===== src/rtl/dino_motion_pkg.sv =====
// Shared constants and state encoding for the dino motion controller and renderer.
// The renderer's sprite logic imports the same ground line so both agree on where the dino stands.
package dino_motion_pkg;

    localparam int DINO_X       = 40;
    localparam int SPRITE_W     = 60;
    localparam int SPRITE_H     = 60;
    localparam int GROUND_LINE  = 335;
    localparam int GROUND_Y     = GROUND_LINE - SPRITE_H;
    localparam int MIN_Y        = 20;
    localparam int JUMP_V       = 12;
    localparam int GRAVITY      = 1;
    localparam int FAST_G       = 3;
    localparam int DEBOUNCE_CYC = 1000000;

    typedef enum logic [1:0] {
        RUN  = 2'd0,
        DUCK = 2'd1,
        JUMP = 2'd2
    } dino_state_e;

endpackage


===== src/rtl/dino_motion_ctrl_debounce.sv =====
// Button debouncer: two-flop synchroniser followed by a stability counter.
// The output follows the synced input only after it has disagreed for DEBOUNCE_CYC straight cycles.
module btn_debounce #(
    parameter int DEBOUNCE_CYC = 1000000
) (
    input  logic clk,
    input  logic reset,
    input  logic btn_i,
    output logic level_o
);

    localparam int CNT_W = (DEBOUNCE_CYC > 1) ? $clog2(DEBOUNCE_CYC) : 1;
    localparam logic [CNT_W-1:0] CNT_LAST = CNT_W'(DEBOUNCE_CYC - 1);

    logic             sync1_q;
    logic             sync2_q;
    logic             level_q;
    logic             level_d;
    logic [CNT_W-1:0] cnt_q;
    logic [CNT_W-1:0] cnt_d;

    always_ff @(posedge clk or posedge reset) begin
        if (reset) begin
            sync1_q <= 1'b0;
            sync2_q <= 1'b0;
            level_q <= 1'b0;
            cnt_q   <= '0;
        end else begin
            sync1_q <= btn_i;
            sync2_q <= sync1_q;
            level_q <= level_d;
            cnt_q   <= cnt_d;
        end
    end

    // Any cycle where the synced value agrees with the output restarts the count.
    always_comb begin
        level_d = level_q;
        cnt_d   = '0;
        if (sync2_q != level_q) begin
            if (cnt_q == CNT_LAST) begin
                level_d = sync2_q;
                cnt_d   = '0;
            end else begin
                cnt_d = cnt_q + 1'b1;
            end
        end
    end

    assign level_o = level_q;

endmodule


===== src/rtl/dino_motion_ctrl.sv =====
// Dino motion controller: debounced buttons, per-frame tick, and the run/duck/jump FSM
// that produces the sprite position consumed by the renderer.
module dino_motion_ctrl
    import dino_motion_pkg::*;
#(
    parameter int P_DINO_X       = DINO_X,
    parameter int P_GROUND_Y     = GROUND_Y,
    parameter int P_MIN_Y        = MIN_Y,
    parameter int P_JUMP_V       = JUMP_V,
    parameter int P_GRAVITY      = GRAVITY,
    parameter int P_FAST_G       = FAST_G,
    parameter int DEBOUNCE_CYC   = dino_motion_pkg::DEBOUNCE_CYC
) (
    input  logic        clk,
    input  logic        reset,
    input  logic        btn_up,
    input  logic        btn_down,
    input  logic        screen_end,
    input  logic        game_over,
    output logic        up,
    output logic        down,
    output logic [31:0] dino_x,
    output logic [31:0] dino_y,
    output logic        airborne
);

    localparam logic signed [10:0] GROUND_Y_S = 11'(P_GROUND_Y);
    localparam logic signed [10:0] MIN_Y_S    = 11'(P_MIN_Y);
    localparam logic signed [7:0]  JUMP_V_S   = 8'(P_JUMP_V);
    localparam logic signed [7:0]  GRAVITY_S  = 8'(P_GRAVITY);
    localparam logic signed [7:0]  FAST_G_S   = 8'(P_FAST_G);

    logic upDb;
    logic downDb;

    btn_debounce #(.DEBOUNCE_CYC(DEBOUNCE_CYC)) u_debounce_up (
        .clk     (clk),
        .reset   (reset),
        .btn_i   (btn_up),
        .level_o (upDb)
    );

    btn_debounce #(.DEBOUNCE_CYC(DEBOUNCE_CYC)) u_debounce_down (
        .clk     (clk),
        .reset   (reset),
        .btn_i   (btn_down),
        .level_o (downDb)
    );

    logic              screenEnd_q;
    logic              moveTick;
    dino_state_e       state_q;
    dino_state_e       state_d;
    logic signed [10:0] y_q;
    logic signed [10:0] y_d;
    logic signed [7:0]  vel_q;
    logic signed [7:0]  vel_d;
    logic signed [10:0] velExt;
    logic signed [10:0] yNext;

    // One tick per frame on the rising edge of screen_end; game_over suppresses it entirely.
    assign moveTick = screen_end & ~screenEnd_q & ~game_over;

    always_ff @(posedge clk or posedge reset) begin
        if (reset) begin
            screenEnd_q <= 1'b0;
            state_q     <= RUN;
            y_q         <= GROUND_Y_S;
            vel_q       <= '0;
        end else begin
            screenEnd_q <= screen_end;
            state_q     <= state_d;
            y_q         <= y_d;
            vel_q       <= vel_d;
        end
    end

    assign velExt = {{3{vel_q[7]}}, vel_q};
    assign yNext  = y_q - velExt;

    always_comb begin
        state_d = state_q;
        y_d     = y_q;
        vel_d   = vel_q;
        if (moveTick) begin
            unique case (state_q)
                RUN: begin
                    if (downDb) begin
                        state_d = DUCK;
                    end else if (upDb) begin
                        state_d = JUMP;
                        vel_d   = JUMP_V_S;
                    end
                end
                DUCK: begin
                    if (!downDb) begin
                        state_d = RUN;
                    end
                end
                JUMP: begin
                    vel_d = vel_q - (downDb ? FAST_G_S : GRAVITY_S);
                    // Landing wins over relaunch: a held up button only acts on a later tick.
                    if (yNext >= GROUND_Y_S) begin
                        y_d     = GROUND_Y_S;
                        vel_d   = '0;
                        state_d = RUN;
                    end else if (yNext < MIN_Y_S) begin
                        y_d = MIN_Y_S;
                    end else begin
                        y_d = yNext;
                    end
                end
                default: begin
                    state_d = RUN;
                    y_d     = GROUND_Y_S;
                    vel_d   = '0;
                end
            endcase
        end
    end

    assign up       = upDb;
    assign down     = downDb & (state_q != JUMP);
    assign airborne = (state_q == JUMP);
    assign dino_x   = 32'(P_DINO_X);
    assign dino_y   = {22'd0, y_q[9:0]};

endmodule


===== config.mk =====
export PLATFORM = sky130hd
export DESIGN_NAME = dino_motion_ctrl
export DESIGN_NICKNAME = d
export VERILOG_FILES = /design/src/rtl/dino_motion_pkg.sv /design/src/rtl/dino_motion_ctrl_debounce.sv /design/src/rtl/dino_motion_ctrl.sv
export SDC_FILE = /design/constraint.sdc
export NUM_CORES = 1
export LEC_CHECK = 0
export CORE_MARGIN = 2
export CORE_UTILIZATION = 50
export CTS_CLUSTER_SIZE = 14
export DETAILED_ROUTE_END_ITERATION = 7
export PLACE_DENSITY = 0.85
export SYNTH_ARGS = -nofsm -noshare
export SYNTH_HDL_FRONTEND = slang
export SYNTH_HIERARCHICAL = 1
export SYNTH_SLANG_ARGS = --single-unit

===== constraint.sdc =====
create_clock -name clk -period 9.1 [get_ports clk]
set_clock_uncertainty 0.1 [all_clocks]
set_input_delay 0.91 -clock clk [delete_from_list [all_inputs] [get_ports clk]]
set_output_delay 0.91 -clock clk [all_outputs]
set_load 0.05 [all_outputs]

==> results.toml <==
[synthesis]
synth_enable_flop_cells = 0
synth_seq_area_share_pct = 37.7
async_flop_share_pct = 100
netlist_top_cells_area = "dfrtp_1 35%, buf_4 11%, ha_1 3.9%"
ys_warn_count = 6
synth_ff_type = "dfrtp_1"
synthesis.area_mm2 = 0.00452
synth-seq-cells = 68
synth_cell_types = 61
netlist.area_leader.share_pct = 35.4
synth_area_leader_cell = "dfrtp_1"
avgSynthCellArea_um2 = 9.21
synthCells = 491

[floorplanning]
start_util_pct = 51.6
dieHeight_um = 99.1
ios = 73
die_x_um = 99.1
core_mm2 = 0.00876
rows = 34
dieArea_mm2 = 0.00982

[finish]
drive_gt1_share_pct = 6.21
layout.cells.most_common_list = "64 x dfrtp_1, 54 x conb_1, 44 x nor2_1"
final_cell_area_mm2 = 0.00466
antenna_cells = 0
fin_nets = 516
synthToLayoutAreaGrowth_pct = 3.15
final_core_util_pct = 53.2
final_common_cell = "dfrtp_1"

[global_routing]
grt_pass1_wl_um = 14500
grt_pass1_vias = 3150
grt.total_usage_pct = 18.0
grt_overflow = 0
antenna_found_initial = 0
grt_max_degree = 24

[setup_path]
r2r_start = "vel_q[0]"
reg2regPathDepth = 11
cp_max_fo = 17
r2r_end = "vel_q[4]"
critPathArrivalTime_ps = 3910
worstPathRequired_ps = 9260
reg2reg_slack_ps = 5350
end_kind = "flop"
start_kind = "flop"
path_class = "flop to flop"

[timing]
tns_ps = 0
worst_slew_pin_slew_ps = 1020
period_needed_ps = 3750
rsz0062_at_grt = "no"
drv_slew = 0
fmax_ghz = 0.267
hold_ws_ps = 248
post-route-period-util_pct = 41.2
hold_viol = 0
fin_ws_ps = 5350
relSlewSlack_pct = 31.9
setup_violations = 0

[cts]
cts_tree = "built"
clockBufferDepth = 2
htreeDepth = 3
worst_setup_hold_path_clk_slew_ps = 70
clk_latency_ps = 340
ctsHoldBuffers = 0
cts.repair.resized = 0
root_buffer = "clkbuf_8"
numCtsBuffers = 9
clock-sinks = 68
postCtsSetupBuffers = 0

[worst_hold_path]
hp-start = "u_debounce_down/sync1_q"
hold_path.class = "flop to flop"
holdPathStages = 0
holdPathEnd = "u_debounce_down/sync2_q"

[pwr]
powerDensity_mw_per_mm2 = 129
leakagePower_uw = 0.00209
vdd_drop_max_mv = 0.0836

[place]
gp_congestion = 0.878
pre_cts_ws_ps = 5400
hpwl_um = 6340
portBuffers = 18
place_area_mm2 = 0.00448

[drt]
drtPass1Iterations = 4
wl_um = 8520
post_drt_wl_per_cell_um = 14.0
drc = 0
vias_per_cell = 5.47
dr_total_vias = 3319
drt-initial-drc-count = 182
postRouteAntennaNets = 0

[job]
max_cap_violations = 0

[status]
status = "completed"
power by group:
part / internal (uW) / leakage, uW / switching (uW) / total [uW]
Combinational: 5.14 / 0.00109 / 59.7 / 64.9
Clock: 122 / 0.0000900 / 107 / 229
Sequential: 306 / 0.000909 / 2.52 / 308
Total: 432 / 0.00209 / 170 / 602
state kept, by name (all words and copies together), names as in the netlist:
name                     cells
screenEnd_q                  1
state_q                      2
u_debounce_down/cnt_q       20
u_debounce_down/level_o      1
u_debounce_down/sync1_q      1
u_debounce_down/sync2_q      1
u_debounce_up/cnt_q         20
u_debounce_up/level_o        1
u_debounce_up/sync1_q        1
u_debounce_up/sync2_q        1
vel_q                        8
y_q                         11
logic make-up after synthesis:
kind of cell,count (synthesis),share of synthesized area [%]
and+or+nand+nor,175,20.9
buffers and inverters,101,14.2
other,2,0.166
DFF,68,37.7
muxes,4,0.968
adders and majority gates,16,4.76
AOI/OAI and AO/OA,91,14.6
xor gates and xnor gates,34,6.75
per-stage QoR:
stage / std cells / total power, uW
after global placement: 591 / 378
final: 607 / 602
after floorplan: 543 / 391
after CTS: 607 / 607
after detailed placement: 591 / 379
after global routing: 607 / 629
Yosys cell counts, types with 4 or more instances:
library cell / number
o41ai_1: 4
nand3_1: 17
nand2_1: 38
and3_1: 10
buf_4: 64
xor2_1: 20
a21oi_1: 27
buf_2: 6
or4_1: 7
nor4b_1: 5
o21ai_0: 23
o31ai_1: 6
nor2_1: 44
xnor2_1: 13
dfstp_2: 4
clkbuf_1: 7
or3_1: 11
and4_1: 8
nor4_1: 8
inv_1: 22
ha_1: 14
nor3_1: 6
dfrtp_1: 64
area by class of cell:
| class | instances | area (um2) |
|---|---|---|
| clock buffers | 15 | 176 |
| clock inverters | 1 | 7.51 |
| fillers | 809 | 4100 |
| inverters | 22 | 82.6 |
| multi-input cells | 374 | 2370 |
| flip-flops and latches | 68 | 1710 |
| well taps | 108 | 135 |
| repair buffers | 19 | 188 |
routing by layer:
layer,part of all wire (%),global-route usage [%],vias up
met3,4.2,3.65,8
met5,0,0,-
met1,47,24.3,1592
met4,1.2,6.01,0
li1,-,-,1623
met2,48,29.3,96
worst max path at each step:
stage | startpoint | to | slack [ps] | cells past startpoint
floorplan | vel_q[0] | y_q[2] | 5840 | 14
global placement | vel_q[0] | vel_q[4] | 5540 | 11
detailed placement | vel_q[0] | vel_q[4] | 5400 | 11
CTS | vel_q[0] | vel_q[4] | 5370 | 11
global route | vel_q[0] | y_q[6] | 5080 | 10
finish | vel_q[0] | vel_q[4] | 5350 | 11
critical path, stage by stage, from the launching register on:
cell and delay (ps):
dfrtp_1 450, ha_1 200, inv_1 50, fa_1 420, a211oi_1 410, o21ai_0 200
a2111o_1 390, o211ai_1 170, nor2_1 110, a2111o_1 660, or2_1 340, o2bb2ai_1 160
Note: power is estimated with default switching activity, not from simulation.
